==> src/rtl/mul_div_pkg.sv <==
// mul_div_pkg: shared state encoding, opcodes and sizing helper for the multiply/divide unit
package mul_div_pkg;
   typedef enum logic [1:0] {IDLE, CALC, FIX} state_e;
   localparam logic OP_MUL = 1'b0;
   localparam logic OP_DIV = 1'b1;
   function automatic int cnt_width(input int width);
      return $clog2(width + 1);
   endfunction
endpackage

==> src/rtl/mul_div_abs.sv <==
// mul_div_abs: conditional two's-complement negate, used for magnitudes and sign fix-up
module mul_div_abs #(
   parameter int WIDTH = 32
) (
   input  logic [WIDTH-1:0] val_i,
   input  logic             neg_i,
   output logic [WIDTH-1:0] res_o
);
   assign res_o = neg_i ? -val_i : val_i;
endmodule

==> src/rtl/mul_div_unit.sv <==
// mul_div_unit: iterative radix-2 signed/unsigned multiply and divide with start/done handshake
module mul_div_unit
   import mul_div_pkg::*;
#(
   parameter int WIDTH = 32
) (
   input  logic             clk,
   input  logic             rst,
   input  logic             start_i,
   input  logic             op_i,
   input  logic             sign_i,
   input  logic [WIDTH-1:0] operand_a_i,
   input  logic [WIDTH-1:0] operand_b_i,
   output logic             busy_o,
   output logic             done_o,
   output logic [WIDTH-1:0] result_hi_o,
   output logic [WIDTH-1:0] result_lo_o,
   output logic             div_by_zero_o
);
   localparam int CW = cnt_width(WIDTH);
   state_e             state_q, state_d;
   logic [2*WIDTH-1:0] acc_q, acc_d, prod;
   logic [WIDTH-1:0]   mcand_q, mcand_d, mag_a, mag_b, quot, rem;
   logic [WIDTH-1:0]   hi_q, hi_d, lo_q, lo_d;
   logic [CW-1:0]      cnt_q, cnt_d;
   logic               op_q, neg_q, rneg_q, dz_q, done_q, dbz_q, dbz_d;
   logic               accept, calc, fix, last, ge;
   logic [WIDTH:0]     sum, shifted;
   logic [WIDTH-1:0]   diff;

   assign accept = state_q == IDLE && start_i;
   assign calc   = state_q == CALC;
   assign fix    = state_q == FIX;
   assign last   = cnt_q == CW'(WIDTH - 1);

   mul_div_abs #(.WIDTH(WIDTH)) u_abs_a (
      .val_i(operand_a_i), .neg_i(sign_i & operand_a_i[WIDTH-1]), .res_o(mag_a));
   mul_div_abs #(.WIDTH(WIDTH)) u_abs_b (
      .val_i(operand_b_i), .neg_i(sign_i & operand_b_i[WIDTH-1]), .res_o(mag_b));
   mul_div_abs #(.WIDTH(2*WIDTH)) u_fix_p (
      .val_i(acc_q), .neg_i(neg_q), .res_o(prod));
   mul_div_abs #(.WIDTH(WIDTH)) u_fix_q (
      .val_i(acc_q[WIDTH-1:0]), .neg_i(neg_q), .res_o(quot));
   mul_div_abs #(.WIDTH(WIDTH)) u_fix_r (
      .val_i(acc_q[2*WIDTH-1:WIDTH]), .neg_i(rneg_q), .res_o(rem));

   // Sequencing: accept in IDLE, WIDTH iteration cycles, one sign fix-up cycle.
   always_comb begin
      state_d = (state_q == IDLE) ? (start_i ? CALC : IDLE)
              : (state_q == CALC) ? (last ? FIX : CALC) : IDLE;
   end

   // One radix-2 step: shift-add for multiply, restoring shift-subtract for divide.
   always_comb begin
      sum     = {1'b0, acc_q[2*WIDTH-1:WIDTH]} + {1'b0, acc_q[0] ? mcand_q : {WIDTH{1'b0}}};
      shifted = acc_q[2*WIDTH-1:WIDTH-1];
      ge      = shifted >= {1'b0, mcand_q};
      diff    = shifted[WIDTH-1:0] - mcand_q;
      acc_d   = accept ? {{WIDTH{1'b0}}, op_i == OP_DIV ? mag_a : mag_b}
              : !calc ? acc_q
              : op_q == OP_DIV ? {ge ? diff : shifted[WIDTH-1:0], acc_q[WIDTH-2:0], ge}
              : {sum, acc_q[WIDTH-1:1]};
      mcand_d = accept ? (op_i == OP_DIV ? mag_b : mag_a) : mcand_q;
      cnt_d   = accept ? '0 : calc ? cnt_q + CW'(1) : cnt_q;
   end

   // Result capture in the fix-up cycle; divide-by-zero flag clears on the next accept.
   always_comb begin
      hi_d  = fix ? (op_q == OP_DIV ? rem : prod[2*WIDTH-1:WIDTH]) : hi_q;
      lo_d  = fix ? (op_q == OP_DIV ? (dz_q ? {WIDTH{1'b1}} : quot) : prod[WIDTH-1:0]) : lo_q;
      dbz_d = fix ? dz_q : accept ? 1'b0 : dbz_q;
   end

   // Sequencer and datapath registers.
   always_ff @(posedge clk) begin
      if (rst) begin
         state_q <= IDLE;
         acc_q   <= '0;
         mcand_q <= '0;
         cnt_q   <= '0;
      end else begin
         state_q <= state_d;
         acc_q   <= acc_d;
         mcand_q <= mcand_d;
         cnt_q   <= cnt_d;
      end
   end

   // Operation attributes captured once per accepted request.
   always_ff @(posedge clk) begin
      if (rst) begin
         op_q   <= OP_MUL;
         neg_q  <= 1'b0;
         rneg_q <= 1'b0;
         dz_q   <= 1'b0;
      end else if (accept) begin
         op_q   <= op_i;
         neg_q  <= sign_i & (operand_a_i[WIDTH-1] ^ operand_b_i[WIDTH-1]);
         rneg_q <= sign_i & operand_a_i[WIDTH-1];
         dz_q   <= op_i == OP_DIV && operand_b_i == '0;
      end
   end

   // Visible results, done pulse and divide-by-zero flag.
   always_ff @(posedge clk) begin
      if (rst) begin
         hi_q   <= '0;
         lo_q   <= '0;
         done_q <= 1'b0;
         dbz_q  <= 1'b0;
      end else begin
         hi_q   <= hi_d;
         lo_q   <= lo_d;
         done_q <= fix;
         dbz_q  <= dbz_d;
      end
   end

   assign busy_o        = state_q != IDLE;
   assign done_o        = done_q;
   assign result_hi_o   = hi_q;
   assign result_lo_o   = lo_q;
   assign div_by_zero_o = dbz_q;
endmodule
==> config.mk <==
export PLATFORM = sky130hd
export DESIGN_NAME = mul_div_unit
export DESIGN_NICKNAME = d
export VERILOG_FILES = /design/src/rtl/mul_div_pkg.sv /design/src/rtl/mul_div_abs.sv /design/src/rtl/mul_div_unit.sv
export SDC_FILE = /design/constraint.sdc
export NUM_CORES = 1
export LEC_CHECK = 0
export BUFFER_PORTS_ARGS = -buffer_cell sky130_fd_sc_hd__buf_4
export CAP_MARGIN = 20
export CORE_MARGIN = 1.5
export CORE_UTILIZATION = 55
export DETAILED_ROUTE_END_ITERATION = 6
export GPL_TIMING_DRIVEN = 0
export PLACE_DENSITY = 0.75
export SLEW_MARGIN = 20
export SYNTH_ARGS = -nofsm -noshare
export SYNTH_HDL_FRONTEND = slang
export SYNTH_SLANG_ARGS = --single-unit
export TNS_END_PERCENT = 1
==> constraint.sdc <==
create_clock -name clk -period 3.9 [get_ports clk]
set_input_delay 0.975 -clock clk [delete_from_list [all_inputs] [get_ports clk]]
set_output_delay 0.975 -clock clk [all_outputs]
set_load 0.01 [all_outputs]
==> out/qor.csv <==
metric,value,unit
result of the run,"finished, final reports clean",
number of pins exceeding their max-slew limit in the final report,0,
final clock period utilization by the worst path,0.975,
worst max-slew margin expressed relative to the limit,0.453,
endpoint class of the critical path,flop,
setup repair after global routing missed its margin,true,
area of the mapped netlist,0.0140,mm2
sequential fraction of the synthesis area,0.250,
highest cell delay on the worst timing path,380,ps
aggregate global-route resource usage,0.372,
buffers plus inverters on the worst setup path,2,
share of async-settable or async-resettable flops after synthesis,0,
CP top delay family,compound AO/OA/AOI/OAI gates,
final clock skew,19.8,ps
Synth cell types,79,
actual slew at the worst max-slew pin,821,ps
required time worst endpoint,4210,ps
share of final-layout standard cells stronger than drive strength 1,0.100,
antenna cells,0,
power density over the cells,350,mW/mm2
overall die area,0.0263,mm2
average vias per placed instance,6.27,
wire length per cell after detailed routing,20.7,um
worst ir drop on vdd,0.000238,V
core area,0.0250,mm2
final weighted congestion in routability-driven placement,0.997,
max-cap viol count,0,
top-level I/O count,136,
number of iterations in the first detailed-routing pass,5,
count of flip-flops with a built-in enable after synthesis,0,
total number of clock tree sinks,174,
GRT overflow,0,
count of yosys warnings during synthesis,0,
Iteration-0 DRC Markers,1696,
synthesis-to-layout area growth,15.2,%
final setup margin,96.7,ps
number of buffers on the longest clock path,2,
# setup viols final,0,
Initial Util,0.557,
number of synthesized register bits,174,
Inserted Clock Buffers,17,
dpl cell area,0.0154,mm2
clock slew seen by the registers of the worst setup and hold paths,80,ps
final-layout fill cell count,2305,
"Primary FF master, synth",dfxtp_1,
total non-filler cell area in the finished layout,0.0161,mm2
Post-Syn Area per Cell,7.21,um2
count of endpoints failing hold in the final timing report,0,
post-DP HPWL,40.4,mm
Residual DRC,0,
Final min period,3800,ps
Clock Tree Root,clkbuf_16,
Worst Hold Class,flop to flop,
Max Clock Freq,0.263,GHz
post-synth net total,2075,
number of levels in the clock H-tree,4,
vias in the first global route,13622,
slowest CP cell,dfxtp_1,
initial antenna violation count,0,
number of antenna-violating nets in the routed design,0,
later-pin clock latency in the skew report,450,ps
Die Span Y,162,um
Via Count,15247,
area of the multi-input gates,0.00982,mm2
critical path data arrival time,4110,ps
flip-flop and latch area,0.00349,mm2
startpoint class of the critical path,flop,
global-route wire length before repair,76.4,mm
fraction of the core area covered by cells at the end of the flow,0.642,
Pleak,6.33,nW
critical setup path kind,flop to flop,
routed wire length,50.4,mm
horizontal extent of the die,162,um
Place WS,-354,ps
port buffer count,132,
peak fanout along the critical path,10,
# nets final,2227,
critical-path cell list,"inv_1, buf_2, nor2_1, ha_1, o211ai_1, o21ai_2, o2111a_1, nor2_1, o21ai_0, a31oi_1, o31ai_2, a31oi_1, xnor2_1, a21oi_1",
number of cell rows,58,
TritonCTS clock tree,yes,
maximum number of pins on one net before global-route repair,23,
cell count after synthesis,1935,
placed cells by master, fill, tap and decap left out, types with 8 or more instances in the layout:
master / synthesis / layout
xnor2_1: 83 / 83
and2_1: 10 / 10
o31ai_1: 28 / 27
o211ai_1: 75 / 75
and3_1: 9 / 9
or4_1: 8 / 8
clkbuf_16: 0 / 17
nor2_1: 214 / 213
ha_1: 69 / 69
nand3_1: 26 / 26
clkbuf_1: 101 / 97
inv_1: 58 / 58
dfxtp_1: 174 / 171
buf_4: 0 / 133
a211oi_1: 58 / 57
mux2i_1: 46 / 46
buf_1: 20 / 19
o21ai_0: 127 / 120
or3_1: 15 / 15
nand2b_1: 12 / 12
nor3_1: 35 / 34
a21o_1: 22 / 22
a31oi_1: 14 / 13
nor4_1: 15 / 14
nand4_1: 14 / 14
xor2_1: 94 / 94
nor2b_1: 19 / 19
o22ai_1: 15 / 15
o21a_1: 9 / 9
a21oi_1: 229 / 229
nand2_1: 239 / 239
worst paths after layout:
kind	start	to	slack [ps]	depth (start not counted)
worst min-delay path	result_hi_o[27]$_SDFFE_PP0P_	result_hi_o[27]$_SDFFE_PP0P_	450	2
worst max-delay path	acc_q[0]$_SDFFE_PP0P_	acc_q[53]$_SDFFE_PP0P_	100	14
worst min register to register	result_hi_o[27]$_SDFFE_PP0P_	result_hi_o[27]$_SDFFE_PP0P_	450	2
worst max register to register	acc_q[0]$_SDFFE_PP0P_	acc_q[53]$_SDFFE_PP0P_	100	14
synth_stat cells, types with 3 or more instances:
cell type / n / area [um2]
a22oi_1: 5 / 37.5
mux2_2: 3 / 33.8
nand4_1: 14 / 87.6
o31a_1: 3 / 26.3
o211ai_1: 75 / 563
nor2b_1: 19 / 119
buf_1: 20 / 75.1
o41ai_1: 8 / 70.1
xor2_1: 94 / 823
or3_1: 15 / 93.8
nand3b_1: 5 / 37.5
and2_1: 10 / 62.6
xnor2_1: 83 / 727
a211oi_1: 58 / 435
a21o_1: 22 / 165
o22ai_1: 15 / 93.8
dfxtp_1: 174 / 3480
nand2_1: 239 / 897
ha_1: 69 / 863
or2_2: 6 / 37.5
nand2b_1: 12 / 75.1
nand3_1: 26 / 130
o2111ai_1: 3 / 26.3
o21ai_0: 127 / 636
a21oi_1: 229 / 1150
nor2_1: 214 / 803
o21a_1: 9 / 67.6
mux2i_1: 46 / 460
and3_1: 9 / 56.3
or4_1: 8 / 60.1
o21bai_1: 6 / 45.0
or4_4: 3 / 33.8
nor3_1: 35 / 175
clkbuf_1: 101 / 379
o31ai_1: 28 / 210
a31oi_1: 14 / 87.6
and4_1: 3 / 26.3
nor4_1: 15 / 93.8
inv_1: 58 / 218
metrics by stage:
stage                     TNS [ps]  total power [mW]  hold WS (ps)  instances
after CTS                        0              5.55           456       2429
after detailed placement     -4640              3.75           445       2397
after floorplan                  0              3.20           432       1935
after global placement       -4230              3.73           441       2397
after global routing         -99.4              5.84           468       2430
final                            0              5.63           454       2430
flip-flops by register name (all words and copies together), names as in the netlist:
| register | cells |
|---|---|
| rneg_q | 1 |
| done_o | 1 |
| mcand_q | 32 |
| result_hi_o | 32 |
| neg_q | 1 |
| result_lo_o | 32 |
| op_q | 1 |
| dz_q | 1 |
| div_by_zero_o | 1 |
| acc_q | 64 |
| state_q | 2 |
| cnt_q | 6 |
per-layer routing:
metal	wire [um]	global-route usage	vias to the layer above	share of wire
li1	-	-	7230	-
met4	1460	0.125	0	0.029
met1	22000	0.536	7141	0.44
met3	4870	0.0485	95	0.097
met2	22000	0.571	781	0.44
met5	0	0	-	0
what timing repair did:
| item | 4_1_cts | 5_1_grt |
|---|---|---|
| gates resized for setup | 11 | 17 |
| setup endpoints to repair | 20 | 23 |
| pin swaps | 0 | 1 |
| hold buffers | 0 | 0 |
| buffers inserted | 0 | 1 |
| cloned | 0 | 0 |
| endpoints found under the hold margin | 0 | 0 |
final cells by class:
class	count	share of cell area
multi-input cells	1577	0.611
flip-flops and latches	174	0.217
repair buffers	133	0.0621
plain buffers	124	0.0300
clock buffers	17	0.0265
well taps	330	0.0257
inverters	60	0.0140
clock inverters	15	0.0135
power by group:
group / switching (mW) / leakage [nW] / total (mW) / internal, mW
sequential: 0.112 / 1.42 / 1.97 / 1.85
combinational: 1.16 / 4.61 / 1.82 / 0.662
clock: 0.942 / 0.306 / 1.84 / 0.897
total: 2.22 / 6.33 / 5.63 / 3.41
cell families after synthesis:
kind of cell	count (synthesis)	synth area share
and+or+nand+nor	651	0.212
AOI/OAI and AO/OA	629	0.276
buffers and inverters	184	0.0502
xor gates and xnor gates	177	0.111
DFF	174	0.250
adders and majority gates	71	0.0648
muxes	49	0.0354
worst min-delay path: stages, from the launching register on:
cell	delay, ps
dfxtp_1	310
nand2_1	50
a21oi_1	50
No activity file was read; power rests on OpenSTA's default activity.
